`config.mk`:
```
export PLATFORM = sky130hd
export DESIGN_NAME = mc_controller
export DESIGN_NICKNAME = d
export VERILOG_FILES = /design/src/rtl/mc_controller.sv
export SDC_FILE = /design/constraint.sdc
export NUM_CORES = 1
export LEC_CHECK = 0
export BUFFER_PORTS_ARGS = -buffer_cell sky130_fd_sc_hd__buf_4
export CORE_MARGIN = 4
export CORE_UTILIZATION = 54
export CTS_CLUSTER_DIAMETER = 40
export DETAILED_ROUTE_END_ITERATION = 8
export PLACE_DENSITY = 0.87
export SETUP_SLACK_MARGIN = 0.2
export SLEW_MARGIN = 20
export SYNTH_ARGS = -nofsm -noshare
export SYNTH_HDL_FRONTEND = slang
export SYNTH_SLANG_ARGS = --single-unit
```
`constraint.sdc`:
```
create_clock -name clk -period 5.5 [get_ports clk]
set_clock_uncertainty 0.2 [all_clocks]
set_input_delay 0.55 -clock clk [delete_from_list [all_inputs] [get_ports clk]]
set_output_delay 0.55 -clock clk [all_outputs]
set_load 0.05 [all_outputs]
```
`src/rtl/mc_controller.sv`:
```
// mc_controller: multi-cycle main control FSM for the RV32I core.
// It sequences the shared ALU, the single valid/ready memory port, IR/PC and the
// register file for R-ALU, I-ALU, LW, SW, BEQ/BNE, JAL and LUI.
// Optional feature macro: RV_ILLEGAL_TRAP_EN (sticky illegal flag + TRAP state).
// ALU and opcode encodings follow rv_defs.v; local fallbacks are defined if absent.

`timescale 1ns/1ps

`ifndef ALU_ADD
`define ALU_ADD  4'd0
`define ALU_SUB  4'd1
`define ALU_SLL  4'd2
`define ALU_SLT  4'd3
`define ALU_SLTU 4'd4
`define ALU_XOR  4'd5
`define ALU_SRL  4'd6
`define ALU_SRA  4'd7
`define ALU_OR   4'd8
`define ALU_AND  4'd9
`endif

`ifndef opcode_LW
`define opcode_LW     7'b0000011
`define opcode_SW     7'b0100011
`define opcode_RTYPE  7'b0110011
`define opcode_ITYPE  7'b0010011
`define opcode_BRANCH 7'b1100011
`define opcode_JAL    7'b1101111
`define opcode_LUI    7'b0110111
`endif

module mc_controller (
    input  logic       clk,
    input  logic       rst,
    input  logic [6:0] op,
    input  logic [2:0] funct3,
    input  logic       funct7b5,
    input  logic       zero,
    input  logic       mem_ready,
    output logic       mem_valid,
    output logic       mem_we,
    output logic       adr_src,
    output logic       ir_we,
    output logic       pc_we,
    output logic       reg_we,
    output logic [1:0] alu_src_a,
    output logic [1:0] alu_src_b,
    output logic [1:0] res_src,
    output logic [3:0] alu_ctrl,
    output logic [2:0] imm_src,
    output logic       illegal
);

    typedef enum logic [3:0] {
        S_IDLE,
        S_FETCH,
        S_DECODE,
        S_MEMADR,
        S_MEMRD,
        S_MEMWR,
        S_MEMWB,
        S_EXECR,
        S_EXECI,
        S_ALUWB,
        S_BRANCH,
        S_JAL,
        S_LUI
`ifdef RV_ILLEGAL_TRAP_EN
        , S_TRAP
`endif
    } state_t;

    state_t r_state;
    state_t w_next;

    // Registered Moore outputs, loaded with the decode of the next state so they
    // are valid for the whole cycle the FSM spends in that state.
    logic       r_mem_valid;
    logic       r_mem_we;
    logic       r_adr_src;
    logic       r_reg_we;
    logic [1:0] r_alu_src_a;
    logic [1:0] r_alu_src_b;
    logic [1:0] r_res_src;
    logic [3:0] r_alu_ctrl;
    logic [2:0] r_imm_src;
    logic       r_in_fetch;
    logic       r_in_branch;
    logic       r_in_jal;

    logic       w_mem_valid;
    logic       w_mem_we;
    logic       w_adr_src;
    logic       w_reg_we;
    logic [1:0] w_alu_src_a;
    logic [1:0] w_alu_src_b;
    logic [1:0] w_res_src;
    logic [3:0] w_alu_ctrl;
    logic [2:0] w_imm_src;
    logic       w_in_fetch;
    logic       w_in_branch;
    logic       w_in_jal;
    logic       w_br_take;

`ifdef RV_ILLEGAL_TRAP_EN
    logic       r_illegal;
    logic       w_illegal;
`endif

    // ALU operation for R-type (is_imm=0) and I-type (is_imm=1) arithmetic.
    // For immediates bit 30 belongs to the immediate, so it only selects SRA.
    function automatic logic [3:0] f_alu_dec(input logic [2:0] f3,
                                             input logic       b5,
                                             input logic       is_imm);
        logic [3:0] v;
        case (f3)
            3'b000:  v = (b5 && !is_imm) ? `ALU_SUB : `ALU_ADD;
            3'b001:  v = `ALU_SLL;
            3'b010:  v = `ALU_SLT;
            3'b011:  v = `ALU_SLTU;
            3'b100:  v = `ALU_XOR;
            3'b101:  v = b5 ? `ALU_SRA : `ALU_SRL;
            3'b110:  v = `ALU_OR;
            default: v = `ALU_AND;
        endcase
        return v;
    endfunction

    // Next-state logic.
    always_comb begin
        w_next = r_state;
        case (r_state)
            S_IDLE:   w_next = S_FETCH;
            S_FETCH:  if (mem_ready) w_next = S_DECODE;
            S_DECODE: begin
                case (op)
                    `opcode_LW, `opcode_SW: w_next = S_MEMADR;
                    // Only funct7[5] reaches this block, so every R-type funct7
                    // visible here is either 0x00 or 0x20 and is accepted.
                    `opcode_RTYPE: w_next = S_EXECR;
                    `opcode_ITYPE: w_next = S_EXECI;
`ifdef RV_ILLEGAL_TRAP_EN
                    `opcode_BRANCH: w_next = (funct3[2:1] == 2'b00) ? S_BRANCH : S_TRAP;
`else
                    `opcode_BRANCH: w_next = S_BRANCH;
`endif
                    `opcode_JAL: w_next = S_JAL;
                    `opcode_LUI: w_next = S_LUI;
`ifdef RV_ILLEGAL_TRAP_EN
                    default: w_next = S_TRAP;
`else
                    default: w_next = S_FETCH;
`endif
                endcase
            end
            S_MEMADR: w_next = (op == `opcode_SW) ? S_MEMWR : S_MEMRD;
            S_MEMRD:  if (mem_ready) w_next = S_MEMWB;
            S_MEMWR:  if (mem_ready) w_next = S_FETCH;
            S_MEMWB:  w_next = S_FETCH;
            S_EXECR:  w_next = S_ALUWB;
            S_EXECI:  w_next = S_ALUWB;
            S_ALUWB:  w_next = S_FETCH;
            S_BRANCH: w_next = S_FETCH;
            S_JAL:    w_next = S_ALUWB;
            S_LUI:    w_next = S_ALUWB;
`ifdef RV_ILLEGAL_TRAP_EN
            S_TRAP:   w_next = S_TRAP;
`endif
            default:  w_next = S_IDLE;
        endcase
    end

    // Output decode of the state being entered. IR is already latched when
    // DECODE computes these, so funct3/funct7b5/op are stable here.
    always_comb begin
        w_mem_valid = 1'b0;
        w_mem_we    = 1'b0;
        w_adr_src   = 1'b0;
        w_reg_we    = 1'b0;
        w_alu_src_a = 2'b00;
        w_alu_src_b = 2'b00;
        w_res_src   = 2'b00;
        w_alu_ctrl  = `ALU_ADD;
        w_imm_src   = 3'b000;
        w_in_fetch  = 1'b0;
        w_in_branch = 1'b0;
        w_in_jal    = 1'b0;
`ifdef RV_ILLEGAL_TRAP_EN
        w_illegal   = 1'b0;
`endif
        case (w_next)
            S_FETCH: begin
                w_mem_valid = 1'b1;
                w_alu_src_b = 2'b10;
                w_res_src   = 2'b10;
                w_in_fetch  = 1'b1;
            end
            S_DECODE: begin
                w_alu_src_a = 2'b01;
                w_alu_src_b = 2'b01;
                w_imm_src   = 3'b010;
            end
            S_MEMADR: begin
                w_alu_src_a = 2'b10;
                w_alu_src_b = 2'b01;
                w_imm_src   = (op == `opcode_SW) ? 3'b001 : 3'b000;
            end
            S_MEMRD: begin
                w_mem_valid = 1'b1;
                w_adr_src   = 1'b1;
            end
            S_MEMWR: begin
                w_mem_valid = 1'b1;
                w_mem_we    = 1'b1;
                w_adr_src   = 1'b1;
            end
            S_MEMWB: begin
                w_reg_we    = 1'b1;
                w_res_src   = 2'b01;
            end
            S_EXECR: begin
                w_alu_src_a = 2'b10;
                w_alu_ctrl  = f_alu_dec(funct3, funct7b5, 1'b0);
            end
            S_EXECI: begin
                w_alu_src_a = 2'b10;
                w_alu_src_b = 2'b01;
                w_alu_ctrl  = f_alu_dec(funct3, funct7b5, 1'b1);
            end
            S_ALUWB: begin
                w_reg_we    = 1'b1;
            end
            S_BRANCH: begin
                w_alu_src_a = 2'b10;
                w_alu_ctrl  = `ALU_SUB;
                w_in_branch = 1'b1;
            end
            S_JAL: begin
                w_alu_src_a = 2'b01;
                w_alu_src_b = 2'b10;
                w_in_jal    = 1'b1;
            end
            S_LUI: begin
                w_alu_src_a = 2'b11;
                w_alu_src_b = 2'b01;
                w_imm_src   = 3'b100;
            end
`ifdef RV_ILLEGAL_TRAP_EN
            S_TRAP: begin
                w_illegal   = 1'b1;
            end
`endif
            default: begin
                w_mem_valid = 1'b0;
            end
        endcase
    end

    // State register and registered outputs; reset wins in every state.
    always_ff @(posedge clk) begin
        if (rst) begin
            r_state     <= S_IDLE;
            r_mem_valid <= 1'b0;
            r_mem_we    <= 1'b0;
            r_adr_src   <= 1'b0;
            r_reg_we    <= 1'b0;
            r_alu_src_a <= '0;
            r_alu_src_b <= '0;
            r_res_src   <= '0;
            r_alu_ctrl  <= '0;
            r_imm_src   <= '0;
            r_in_fetch  <= 1'b0;
            r_in_branch <= 1'b0;
            r_in_jal    <= 1'b0;
`ifdef RV_ILLEGAL_TRAP_EN
            r_illegal   <= 1'b0;
`endif
        end else begin
            r_state     <= w_next;
            r_mem_valid <= w_mem_valid;
            r_mem_we    <= w_mem_we;
            r_adr_src   <= w_adr_src;
            r_reg_we    <= w_reg_we;
            r_alu_src_a <= w_alu_src_a;
            r_alu_src_b <= w_alu_src_b;
            r_res_src   <= w_res_src;
            r_alu_ctrl  <= w_alu_ctrl;
            r_imm_src   <= w_imm_src;
            r_in_fetch  <= w_in_fetch;
            r_in_branch <= w_in_branch;
            r_in_jal    <= w_in_jal;
`ifdef RV_ILLEGAL_TRAP_EN
            r_illegal   <= w_illegal;
`endif
        end
    end

    // Branch resolution uses the ALU zero flag of the current cycle.
    assign w_br_take = ((funct3 == 3'b000) &&  zero) ||
                       ((funct3 == 3'b001) && !zero);

    assign mem_valid = r_mem_valid;
    assign mem_we    = r_mem_we;
    assign adr_src   = r_adr_src;
    assign reg_we    = r_reg_we;
    assign alu_src_a = r_alu_src_a;
    assign alu_src_b = r_alu_src_b;
    assign res_src   = r_res_src;
    assign alu_ctrl  = r_alu_ctrl;
    assign imm_src   = r_imm_src;
    assign ir_we     = r_in_fetch && mem_ready;
    assign pc_we     = (r_in_fetch && mem_ready) || r_in_jal || (r_in_branch && w_br_take);

`ifdef RV_ILLEGAL_TRAP_EN
    assign illegal   = r_illegal;
`else
    assign illegal   = 1'b0;
`endif

endmodule

```
---- Word level (Yosys, flattened, before mapping) ----
Index checks and enable logic that the tools add are counted.
word-level totals
  flip-flop bits (word level) ............. 24
  bits of input ports ..................... 15
  output and inout port bits .............. 20
  logic and storage cells ................. 93
cells by class
  eq/ne operators ......................... 37
  multiplexer cells ....................... 23
  reductions and logical operators ........ 20
operator list
  kind                                                                   number
  4-bit case mux with 7 select lines                                     3
  4-bit equality test, second input constant                             10
  4-bit by 3-bit equality test with 1-bit output, second input constant  8
  4-bit case mux with 6 select lines                                     1
  7-bit by 6-bit equality test with 1-bit output, second input constant  3
  4-bit by 2-bit equality test with 1-bit output, second input constant  4
  4-bit OR reduction                                                     4
  7-bit equality test, second input constant                             2
  4-bit 2-to-1 mux                                                       3
  4-bit case mux with 3 select lines                                     1
  1-bit 2-to-1 mux                                                       11
  2-bit OR reduction                                                     5
  3-bit equality test, second input constant                             3
  3-bit case mux with 3 select lines                                     1
  4-bit by 1-bit equality test with 1-bit output, second input constant  2
  2-bit case mux with 2 select lines                                     2
  7-bit by 2-bit equality test with 1-bit output, second input constant  1
  7-bit by 5-bit equality test with 1-bit output, second input constant  1
  3-bit by 2-bit equality test with 1-bit output, second input constant  2
  2-bit case mux with 3 select lines                                     1
  1-bit logical AND                                                      4
  4-bit logical NOT                                                      1
  3-bit by 1-bit equality test with 1-bit output, second input constant  1
  3-bit logical NOT                                                      1
  3 further kinds                                                        5

---- Depth between registers and ports, before layout ----
Gate-level depths: netlist (run 1).
  depth after elaboration ................. 7
  gate-level depth with buffers ........... 8
  mapped depth without buffers ............ 7

---- Least setup slack after synthesis (run 1) ----
No wires, ideal clock.
  path type ............................... input port to output port
  start point ............................. input port mem_ready
  end point ............................... output port pc_we
  data arrival time ....................... 1.512 ns
  required time ........................... 4.750 ns
  path slack .............................. 3.238 ns
  stages .................................. 2
  buffers on the path ..................... 0
  cell sequence ........................... and2_1 -> a311o_1
on the way
  cells in the longest elaborated chain, start to end .. 3
RTL lines
  item                            RTL line  text
  start: declaration              39        input logic mem_ready,
  1-bit logical AND               312       assign pc_we = (r_in_fetch && mem_ready) || r_in_jal || (r_in_branch && w_br_take);
  1-bit logical OR (2 in series)  312
  end: declaration                44        output logic pc_we,
No other way between the ends.

---- Worst setup path in the final report (run 1) ----
  start point ............................. register r_state[0]
  end point ............................... register r_alu_ctrl[0], in the netlist alu_ctrl[0]
on the way
  cells in the longest elaborated chain, start to end .. 5
  elaborated cells between the ends (all ways) .. 23
  classes of those cells .................. eq/ne: 15; mux: 5; reduce/logical: 3
RTL lines
  item                                                                                          RTL line  text
  start: declaration                                                                            73        state_t r_state;
  start signal: assignment                                                                      279       r_state <= w_next;
  4-bit equality test, or another cell as far along                                             132       case (r_state)
  4-bit OR reduction (no line)                                                                  n/a
  4-bit case mux with 7 select lines *                                                          132
  4-bit equality test / 4-bit by 3-bit equality test with 1-bit output (equally long branches)  191       case (w_next)
  4-bit case mux with 3 select lines *                                                          191
  end signal: assignment                                                                        287       r_alu_ctrl <= w_alu_ctrl;
  end: declaration                                                                              85        logic [3:0] r_alu_ctrl;
Mark *: on every way between the ends. The rest lies on a longest branch, timed or not.
A chain may end at the register's enable or synchronous reset.

==> results of run 1 <==
-- cells by family (layout without fill, tap and decap cells) --
logic type,after synthesis,after routing,synth area share [%]
xor gates and xnor gates,3,3,2.16
AOI/OAI and AO/OA,30,30,20.7
muxes,3,3,3.08
DFF,24,24,39.4
buffers and inverters,14,45,4.93
and+or+nand+nor,66,66,29.4
other,1,1,0.308
-- power by group through the flow --
stage / clock (µW) / combinational, µW / sequential (µW)
2_1_floorplan: 0 / 35.9 / 196
6_report: 88.8 / 68.9 / 183
3_3_place_gp: 0 / 66.3 / 187
5_1_grt: 97.8 / 73.6 / 184
3_5_place_dp: 0 / 68.0 / 187
4_1_cts: 91.0 / 68.2 / 183
-- cell usage in the layout (no fill, tap or decap), drive strengths merged, types with 3 or more instances in the layout --
cell    Yosys  final
buf         4     33
and3        4      4
nor2b       3      3
nand4       5      5
mux2        3      3
clkbuf      2      4
nor3        6      6
o21ai       4      4
o21a        3      3
nand2       8      8
nand3       3      3
a21oi       4      4
nor2       21     21
inv         8      8
a211oi      4      4
dfxtp      24     24
-- worst paths after layout --
path / startpoint / slack, ns / end
max reg2reg: r_state[0]$_SDFF_PP0_ / 2.93 / alu_ctrl[0]$_SDFF_PP0_
min reg2reg: r_state[2]$_SDFF_PP0_ / 0.64 / reg_we$_SDFF_PP0_
max: r_state[0]$_SDFF_PP0_ / 2.93 / alu_ctrl[0]$_SDFF_PP0_
min: funct3[2] / 0.32 / alu_ctrl[3]$_SDFF_PP0_
-- flip-flops by register name (all words and copies together), names as in the netlist, 2 cells and up --
name,flops
alu_ctrl,4
res_src,2
alu_src_b,2
alu_src_a,2
r_state,4
imm_src,3
-- per-stage QoR --
| stage | instance area [µm²] | total power (µW) | hold WS (ns) | cells | utilization, % |
|---|---|---|---|---|---|
| after floorplan | 1220 | 232 | 0.431 | 141 | - |
| after global placement | 1470 | 253 | 0.595 | 195 | 72.0 |
| after detailed placement | 1470 | 255 | 0.607 | 195 | 72.0 |
| after CTS | 1510 | 342 | 0.313 | 199 | 73.8 |
| after global routing | 1510 | 355 | 0.306 | 199 | 74.1 |
| final | 1510 | 341 | 0.320 | 199 | 74.1 |
-- cell type report --
class | count | share of cell area, %
Tap cell | 27 | 2.23
Inverter | 8 | 1.99
Clock buffer | 4 | 2.40
Sequential cell | 24 | 31.8
Multi-Input combinational cell | 103 | 45.2
Timing Repair Buffer | 33 | 16.4
-- critical path, stage by stage (launching register included) --
cell and delay (ns):
dfxtp_1 0.64, xnor2_1 0.23, nor3_1 0.11, o311ai_2 0.60, nor2_1 0.22, nor4b_1 0.20, mux2_2 0.26
-- routing by layer --
metal	vias to the layer above	track usage (%)	routed length, µm	part of all wire, %
li1	570	-	-	-
met1	543	22.2	1150	41
met2	57	29.9	1380	49
met3	7	5.59	230	8.2
met4	0	9.03	49	1.7
met5	-	0	0	0
==> results.md, run 1 <==
* DRT Pass-1 Iters at 4
* Clk pwr share at 26.0%
* Cell depth of the worst flop-to-flop path at 6
* Core area at 2040 µm²
* Most common cell in the netlist: dfxtp_1
* CP Launch Type: flop
* CTS resizes at 0
* Crit share post-route at 46.6%
* Final worst setup slack at 2.93 ns
* Required @ worst endpoint at 5.51 ns
* Clock buffer depth at 2
* First-pass GRT wire length at 4700 µm
* Post-synthesis sequential area ratio at 39.4%
* Largest net degree at the start of global routing at 16
* Place WS at 2.56 ns
* Final setup fails at 0
* Initial core utilization at 59.7%
* Via count at 1177
* Vias in the first global route at 1070
* Achievable frequency at 390 MHz
* Fin. Hold Viols at 0
* Port Buf Inserts at 33
* Post-synth EDFFs at 0
* Die H at 55.5 µm
* Share of cells above drive strength 1 at 29.1%
* Die area at 3080 µm²
* Run status: finished, final reports clean
* DPL Wire Length at 2180 µm
* Fin nets at 188
* Worst hold stages at 3
* Crit path DAT at 2.58 ns
* GPL Wtd Cong at 0.873
* #FFs+latches synth at 24
* Worst vdd ir at 0.000204 V
* Fin. max-slew vios at 0
* CTS Hold Bufs at 0
* # rows at 16
* Area taken by multi-input logic gates at 684 µm²
* Top cell type's share of synthesized area at 39.4%
* Initial antenna violation count at 0
* Netlist cell types at 49
* Slew HR at 55.8%
* Post-Syn Instances at 141
* Critical Path End Type: flop
* Post-route DRC violation count at 0
* MaxCap Viol Count at 0
* Internal at 245 µW
* Worst-Skew Late Latency at 0.31 ns
* Final WL at 2810 µm
* Root Driver: clkbuf_4
* Mapped cell area at 1220 µm²
* ANT cells at 0
* Number of setup buffers added after CTS at 0
* Tightest Pin Transition at 0.661 ns
* Sw frac at 28.2%
* Ys flop type: dfxtp_1
* Unrepaired setup endpoints after global routing: false
* Static Leak at 0.000621 µW
* Register share of total power at 53.7%
* Psw at 96.3 µW
* Reg area at 480 µm²
* CTS Buf Count at 3
* Worst-path clk slew at 0.12 ns
* CTS Sinks at 24
* Gr ovfl total at 0
* Top area cells in the synthesized netlist: dfxtp_1 (39%), nor2_1 (6.2%), nand4_1 (2.6%)
* Via/cell ratio at 5.91
* Overall Global Routing Usage at 18.5%
* Fin Setup TNS at 0 ns
* Pwr Density at 225 nW/µm²
* Yosys top cell by area: dfxtp_1
* Tmin final at 2.57 ns
* HP Class: input port to flop
* ANT nets after route at 0
* Drt first-iter violations at 44
* Crit path kind: flop to flop
* Fill cells at 155
* CTS tree: yes
* Ys async rst share at 0%
* Avg Inst Size Synth at 8.64 µm²
* Drt wl/cell at 14.1 µm
* Synth-to-Final Area Change at 24.1%
* Die width at 55.5 µm
* Syn Nets at 156
* Worst Path Max Fanout at 11
* H-tree Lvls at 1
* Synth warn at 0
* Top cells by count, synth: dfxtp_1 (24), nor2_1 (20), inv_1 (8), nand2_1 (8), nand4_1 (5)
* Comb power frac at 20.2%
* I/O Pins at 35
Note: power is estimated with default switching activity, not from simulation.
==> run 2, diff against run 1 <==
- ABC_AREA: not set -> 1
- CORE_UTILIZATION: 54 -> 50
- PLACE_DENSITY: 0.87 -> 0.82
- clock period: 5.5 -> 2.55 ns (I/O delays scaled with it)
==> run 2 against run 1 <==
Net effect: setup slack lost 2.3 ns; routed wire length shrank 4.7%; hold slack lost 0.31 ns; combinational power grew to 3.5 times the previous value; sequential share of layout area shrank 0.26 points; highest routed layer unchanged.
==> results.md, run 2 <==
* Commonest non-fill, non-tap cell in the layout: nand2_1
* CTS Sinks at 24 (unchanged)
* Netlist cell types at 30 (-39%)
* CP Launch Type: flop
* Crit share post-route at 73.5% (+27 points)
* Synth-to-Final Area Change at 28.0%
* Register share of total power at 44.6% (-9.1 points)
* Number of setup buffers added after CTS at 0 (unchanged)
* Fin. Hold Viols at 0 (unchanged)
* Comb power frac at 26.1% (+5.9 points)
* # rows at 17 (+1)
* Vias in the first global route at 1093 (+2.1%)
* Crit path kind: flop to flop
* Initial core utilization at 53.3% (-6.3 points)
* Pwr Density at 604 nW/µm² (+170%)
* Port Buf Inserts at 33 (unchanged)
* Critical Path End Type: flop
* Drt wl/cell at 11.3 µm (-20%)
* Syn Nets at 187 (+20%)
* Placed insts at 231 (+18%)
* First-pass GRT wire length at 4520 µm (-3.8%)
* CTS tree: yes
* Unrepaired setup endpoints after global routing: false
* Ys flop type: dfxtp_1
* Cell depth of the worst flop-to-flop path at 13 (+7)
* DRT Pass-1 Iters at 6 (+2)
* Top area cells in the synthesized netlist: dfxtp_1 (40%), nand2_1 (11%), nor2_1 (7.9%)
* #FFs+latches synth at 24 (unchanged)
* Fin. max-slew vios at 0 (unchanged)
* Post-Syn Instances at 172 (+22%)
* Post-route DRC violation count at 0 (unchanged)
* CTS Buf Count at 3 (unchanged)
* R2r startpoint: r_state[1]$_SDFF_PP0_
* GPL Wtd Cong at 0.861 (-1.3%)
* Worst Path Max Fanout at 6 (-5)
* R2R Path End: alu_ctrl[0]$_SDFF_PP0_
* Fin nets at 224 (+19%)
* Crit path DAT at 1.90 ns (-0.68 ns)
* Achievable frequency at 533 MHz (+37%)
* Die area at 3230 µm² (+4.8%)
* Clk pwr share at 29.3% (+3.3 points)
* Internal at 631 µW (+160%)
* Core area at 2230 µm² (+9.4%)
* Final Util at 68.3% (-5.8 points)
* Via/cell ratio at 5.11 (-14%)
* Share of cells above drive strength 1 at 29.8% (+0.74 points)
* Initial antenna violation count at 0 (unchanged)
* Die width at 56.8 µm (+2.4%)
* Synth warn at 0 (unchanged)
* Static Leak at 0.000827 µW (+33%)
* H-tree Lvls at 1 (unchanged)
* Worst-Skew Late Latency at 0.31 ns (about the same)
* MaxCap Viol Count at 0 (unchanged)
* Die H at 56.8 µm (+2.4%)
* Clock buffer depth at 2 (unchanged)
* Most frequent cells in the layout: nand2_1 (36), buf_4 (33), nor2_1 (25), dfxtp_1 (24), inv_1 (22)
* Final setup fails at 0 (unchanged)
* Run status: finished, final reports clean
* Ys async rst share at 0% (unchanged)
* Overall Global Routing Usage at 17.5% (-1.0 points)
* ANT cells at 0 (unchanged)
* I/O Pins at 35 (unchanged)
* Post-synthesis sequential area ratio at 40.3% (+0.91 points)
* Drt first-iter violations at 52 (+18%)
* Required @ worst endpoint at 2.58 ns (-2.93 ns)
* ANT nets after route at 0 (unchanged)
* HP Class: input port to flop
* Largest net degree at the start of global routing at 15 (-1)
* Via count at 1205 (+2.4%)
* Final WL at 2670 µm (-4.7%)
* FF-to-FF setup slack at 0.67 ns (-2.26 ns)
* Mapped cell area at 1190 µm² (-2.3%)
* Worst vdd ir at 0.000463 V (+130%)
* Avg Inst Size Synth at 6.93 µm² (-20%)
* Hold EP: alu_ctrl[3]$_SDFF_PP0_
* Min-delay src: funct3[2]
* Worst-path clk slew at 0.13 ns (about the same)
* Root Driver: clkbuf_4
* Top cell type's share of synthesized area at 40.3% (+0.91 points)
* Yosys top cell by area: dfxtp_1
* Psw at 291 µW (+200%)
* Post-synth EDFFs at 0 (unchanged)
* Tmin final at 1.88 ns (-0.690 ns)
* Top cells by count, synth: nand2_1 (36), nor2_1 (25), dfxtp_1 (24)
* Cell Count, Final, Fillers Out at 236 (+19%)
* Gr ovfl total at 0 (unchanged)
* Most common cell in the netlist: nand2_1
* Worst hold stages at 3 (unchanged)
* DPL Wire Length at 2180 µm (about the same)
* Fin Setup TNS at 0 ns (unchanged)
* Worst Hold Slack at 0.0100 ns (-0.310 ns)
* Sw frac at 31.6% (+3.3 points)
run 2: changes by cell type after synthesis, moves of 4 or more:
cell	previous run	this run
inv_1	8	22
nand2_2	0	5
and3_1	4	0
inv_2	0	7
nand2_1	8	36
nor2_1	20	25
nand3_1	3	11
run 2: cells by family after synthesis:
| logic type | synth area share (%) |
|---|---|
| buf+inv | 10.1 |
| simple gates | 41.2 |
| compound gates | 8.09 |
| flops | 40.3 |
| other cells | 0.315 |
run 2: how the worst max path moves through the flow:
stage                                startpoint                      to  slack (ns)
after floorplan           r_state[1]$_SDFF_PP0_  alu_ctrl[0]$_SDFF_PP0_        0.88
after global placement                    op[6]  alu_ctrl[0]$_SDFF_PP0_        0.74
after detailed placement                  op[1]    mem_valid$_SDFF_PP0_        0.68
after CTS                 r_state[1]$_SDFF_PP0_  alu_ctrl[0]$_SDFF_PP0_        0.66
after global routing      r_state[1]$_SDFF_PP0_  alu_ctrl[0]$_SDFF_PP0_        0.49
final                     r_state[1]$_SDFF_PP0_  alu_ctrl[0]$_SDFF_PP0_        0.67
run 2: through the flow:
step | total power [µW] | instance area [µm²] | setup slack [ns]
finish | 922 | 1530 | 0.675
global route | 967 | 1530 | 0.486
CTS | 923 | 1530 | 0.663
detailed placement | 657 | 1460 | 0.684
global placement | 649 | 1460 | 0.737
floorplan | 582 | 1190 | 0.876
run 2: timing repair:
item	4_1_cts	5_1_grt
gates resized for setup	0	0
hold buffers	1	0
hold endpoints to repair	5	0
run 2: worst max-delay path, cell delays in order, from the launching register on:
cell     delay (ns)
dfxtp_1        0.47
inv_2          0.09
nor3_4         0.25
nand2_1        0.10
nand2_2        0.08
nor2_4         0.06
inv_2          0.10
nor2_4         0.06
nand2_2        0.08
nand2_2        0.07
nand2_4        0.09
nand2_1        0.05
nand2_1        0.06
inv_1          0.03
run 2: area by class of cell:
cell class	instances	area [µm²]
inverter	29	109
timing repair buffer	34	258
clock buffer	3	22.5
fill	191	708
tap	28	35.0
sequential	24	480
multi-input combinational	117	591
clock inverter	1	30.0
run 2: routing by layer:
layer  track usage (%)  vias up  share of wire, %
li1                  -      609                 -
met1              19.2      542                40
met2              32.3       40                51
met3              3.91       14               5.0
met4              6.62        0               3.8
met5                 0        -                 0
run 2: power by group through the flow:
| stage | registers [µW] | logic (µW) | clock network [µW] |
|---|---|---|---|
| after global routing | 414 | 260 | 293 |
| after global placement | 418 | 231 | 0 |
| final | 411 | 240 | 270 |
| after CTS | 411 | 239 | 273 |
| after floorplan | 474 | 108 | 0 |
| after detailed placement | 420 | 237 | 0 |
==> run 3, diff against run 2 <==
- ABC_AREA: 1 -> 0
- PLACE_DENSITY: 0.82 -> 0.81
- clock period: 2.55 -> 1.8 ns (I/O delays scaled with it)
==> run 3 against run 2 <==
Net effect: the flow now stops in global routing; area after synthesis increased by 2.3%; synthesized cell count decreased by 18%.
==> results.md, run 3 <==
* Run status: aborted with a tool error
* Halt point of the flow: global routing
* Error msg: [ERROR DPL-0033] detailed placement checks failed during check placement.
* Netlist cell types at 49 (+63%)
* Synth warn at 0 (unchanged)
* Initial antenna violation count at 0
* Clock buffer depth at 2 (unchanged)
* Post-Synth Simple-Gate Area at 29.4% (-12 points)
* Initial core utilization at 53.5% (+0.21 points)
* Ys flop type: dfxtp_1
* Top area cells in the synthesized netlist: dfxtp_1 (39%), nor2_1 (6.2%), nand4_1 (2.6%)
* Largest family of logic cells by synthesized area: simple AND/OR/NAND/NOR gates
* I/O Pins at 35 (unchanged)
* Placed insts at 224 (-3.0%)
* Die width at 57.4 µm (+0.99%)
* Avg Inst Size Synth at 8.64 µm² (+25%)
* WEP type: register input
* Root Driver: clkbuf_4
* Syn Nets at 156 (-17%)
* Post-synthesis sequential area ratio at 39.4% (-0.91 points)
* CTS Buf Count at 3 (unchanged)
* # rows at 17 (unchanged)
* Most common cell in the netlist: dfxtp_1
* GRT repair_timing worst endpoint: alu_src_b[0]$_SDFF_PP0_/D
* Top cell type's share of synthesized area at 39.4% (-0.91 points)
* Port Buf Inserts at 33 (unchanged)
* Die H at 57.4 µm (+0.99%)
* Compound-Gate Fraction of Synth Area at 20.7% (+13 points)
* GPL Wtd Cong at 0.914 (+6.1%)
* Mux cell area share after synthesis at 3.08% (+3.1 points)
* H-tree Lvls at 1 (unchanged)
* Yosys top cell by area: dfxtp_1
* CTS Sinks at 24 (unchanged)
* Largest net degree at the start of global routing at 16
* DPL Wire Length at 2710 µm (+24%)
* Adder-Cell Fraction of Synth Area at 0% (unchanged)
* Top cells by count, synth: dfxtp_1 (24), nor2_1 (20), inv_1 (8), nand2_1 (8), nand4_1 (5)
* Post-synth EDFFs at 0 (unchanged)
* Mapped cell area at 1220 µm² (+2.3%)
* Ys async rst share at 0% (unchanged)
* #FFs+latches synth at 24 (unchanged)
* Post-Syn Instances at 141 (-18%)
* Synth Area in XOR/XNOR at 2.16% (+2.2 points)
==> run 3: cell count changes after synthesis, moves of 3 or more <==
cell	before	now
o21a_1	0	3
nor2b_1	0	3
nand2_1	36	8
nand2_2	5	0
buf_2	0	3
nor2_1	25	20
nor2_2	4	1
inv_2	7	0
and3_1	0	4
nand3_1	11	3
inv_1	22	8
==> run 3: stage by stage <==
step | worst slack, ns | hold WS [ns] | cell area (µm²) | TNS [ns] | utilization (%)
CTS | -0.316 | 0.00876 | 2090 | -3.69 | 91.6
floorplan | -0.132 | 0.0534 | 1300 | -0.640 | -
detailed placement | -0.348 | 0.287 | 1750 | -2.99 | 76.8
global placement | -0.215 | 0.269 | 1750 | -2.03 | 76.8
==> run 3: cell families after synthesis <==
| logic type | count (synthesis) |
|---|---|
| DFF | 24 |
| AOI/OAI and AO/OA | 30 |
| and+or+nand+nor | 66 |
| buffers and inverters | 14 |
| other | 1 |
| muxes | 3 |
| xor gates and xnor gates | 3 |
==> run 3: what timing repair did <==
| item | 4_1_cts |
|---|---|
| resized for setup | 36 |
| pin swaps | 14 |
| cloned | 1 |
| hold endpoints to repair | 4 |
| hold buffers | 3 |
| setup buffers | 15 |
| endpoints found under the setup margin | 25 |
==> run 4, diff against run 3 <==
- CORE_AREA: not set -> 4 4 65 67
- CORE_MARGIN: 4 -> not set
- CORE_UTILIZATION: 50 -> not set
- CTS_CLUSTER_DIAMETER: 40 -> not set
- DIE_AREA: not set -> 0 0 69 71
- PLACE_DENSITY: 0.81 -> not set
- PLACE_DENSITY_LB_ADDON: not set -> 0.15
- SETUP_SLACK_MARGIN: 0.2 -> not set
==> run 4 against run 3 <==
Net effect: the flow now finishes, with violations (negative setup slack).
==> results.md, run 4 (synthesis results as in run 1) <==
* Run status: finished, violations left
* Failing checks: negative setup slack
* Worst-Skew Late Latency at 0.26 ns
* Post-route DRC violation count at 0
* Pwr Density at 637 nW/µm²
* Crit path DAT at 2.07 ns
* Initial antenna violation count at 0
* Most frequent cells in the layout: buf_4 (67), dfxtp_1 (21), nor2_1 (16), inv_1 (7), nand2_1 (7)
* HP Class: input port to flop
* Worst Path Max Fanout at 7
* Final Util at 56.9%
* Area taken by multi-input logic gates at 846 µm²
* Fin. max-slew vios at 0
* Setup crit start: r_state[2]$_SDFF_PP0_
* Crit share post-route at 116%
* Dpl cell area at 1780 µm² (+1.7%)
* Commonest non-fill, non-tap cell in the layout: buf_4
* Tmin final at 2.09 ns
* Root Driver: clkbuf_8
* ANT nets after route at 0
* Cell Count, Final, Fillers Out at 260
* GPL Wtd Cong at 0.843 (-7.8%)
* Achievable frequency at 478 MHz
* CTS Sinks at 24 (unchanged)
* Min-delay src: rst
* Final setup fails at 18
* CTS Buf Count at 3 (unchanged)
* Die area at 4900 µm²
* Clock buffer depth at 2 (unchanged)
* Largest net degree at the start of global routing at 16
* DR WL met2 at 1920 µm
* R2r startpoint: r_state[2]$_SDFF_PP0_
* DRT Pass-1 Iters at 4
* Hold EP: r_state[0]$_SDFF_PP0_
* Placed insts at 247 (+10%)
* DR WL met3 at 208 µm
* Core area at 3630 µm²
* Crit path kind: flop to flop
* H-tree Lvls at 1 (unchanged)
* Cell depth of the worst flop-to-flop path at 7
* CP Launch Type: flop
* Port Buf Inserts at 33 (unchanged)
* Fill cells at 346
* ANT cells at 0
* Critical Path End Type: flop
* Worst Hold Slack at 0.0450 ns
* Pwr Total at 1320 µW
* Fin nets at 228
* FF-to-FF setup slack at -0.29 ns
* Worst hold stages at 2
* Worst vdd ir at 0.000317 V
* Via count at 1332
* Unrepaired setup endpoints after global routing: true
* First-pass GRT wire length at 5730 µm
* I/O Pins at 35 (unchanged)
* CTS tree: yes
* Worst-path clk slew at 0.08 ns
* MaxCap Viol Count at 0
* Drt wl/cell at 14.0 µm
* DR top layer: met4
* Design Area, Final at 2070 µm²
* Initial core utilization at 33.5% (-20 points)
* Via/cell ratio at 5.12
* # rows at 22 (+5)
* Share of cells above drive strength 1 at 52.8%
* Final WL at 3640 µm
* Drt first-iter violations at 57
* Reg area at 492 µm²
* Synth-to-Final Area Change at 69.6%
* Final worst setup slack at -0.294 ns
* Die H at 71 µm (+24%)
* Gr ovfl total at 0
* Required @ worst endpoint at 1.78 ns
* Static Leak at 0.000862 µW
* Overall Global Routing Usage at 14.1%
* Die width at 69 µm (+20%)
* M1 WL at 1420 µm
* DPL Wire Length at 2740 µm (+1.1%)
* R2R Path End: alu_ctrl[1]$_SDFF_PP0_
* Vias in the first global route at 1319
* Fin. Hold Viols at 0
[run 4: layout make-up]
class / count / share of cell area, %
Clock inverter: 1 / 1.45
Multi-Input combinational cell: 103 / 40.9
Inverter: 8 / 1.45
Timing Repair Buffer: 73 / 27.5
Clock buffer: 3 / 2.00
Sequential cell: 24 / 23.8
Tap cell: 48 / 2.91
[run 4: how the worst max path moves through the flow]
stage	endpoint	slack [ns]	cells past startpoint
2_1_floorplan	alu_ctrl[0]$_SDFF_PP0_	-0.13	7
3_3_place_gp	alu_ctrl[1]$_SDFF_PP0_	-0.30	6
3_5_place_dp	alu_ctrl[1]$_SDFF_PP0_	-0.35	6
4_1_cts	alu_ctrl[1]$_SDFF_PP0_	-0.27	6
5_1_grt	alu_ctrl[1]$_SDFF_PP0_	-0.37	7
6_report	alu_ctrl[1]$_SDFF_PP0_	-0.29	7
[run 4: metal layers]
layer | global-route usage (%) | vias to the layer above
met2 | 26.6 | 52
met5 | 0 | -
li1 | - | 653
met3 | 2.98 | 10
met4 | 6.07 | 0
met1 | 15.1 | 617
[run 4: timing repair]
action,in CTS,in global routing
pin swaps,10,9
hold buffers,2,0
setup endpoints to repair,20,21
buffers inserted,6,3
resized for setup,23,13
hold endpoints to repair,1,0
[run 4: report_power, final]
group	switching (µW)	internal (µW)	total (µW)
clock	166	297	463
combinational	167	134	301
sequential	10.2	544	554
total	342	975	1320
[run 4: critical path, cell delays in order (launching register included)]
cell and delay, ns:
dfxtp_4 0.38, nand4b_1 0.19, buf_4 0.16, o32ai_4 0.15, o311ai_4 0.17, or2_1 0.28
mux2_4 0.32, a211oi_2 0.16
[run 4: through the flow]
step / TNS [ns] / setup WS [ns]
after floorplan: -0.638 / -0.132
after global placement: -4.02 / -0.296
after detailed placement: -4.50 / -0.352
after CTS: -3.10 / -0.272
after global routing: -4.32 / -0.365
final: -2.74 / -0.294
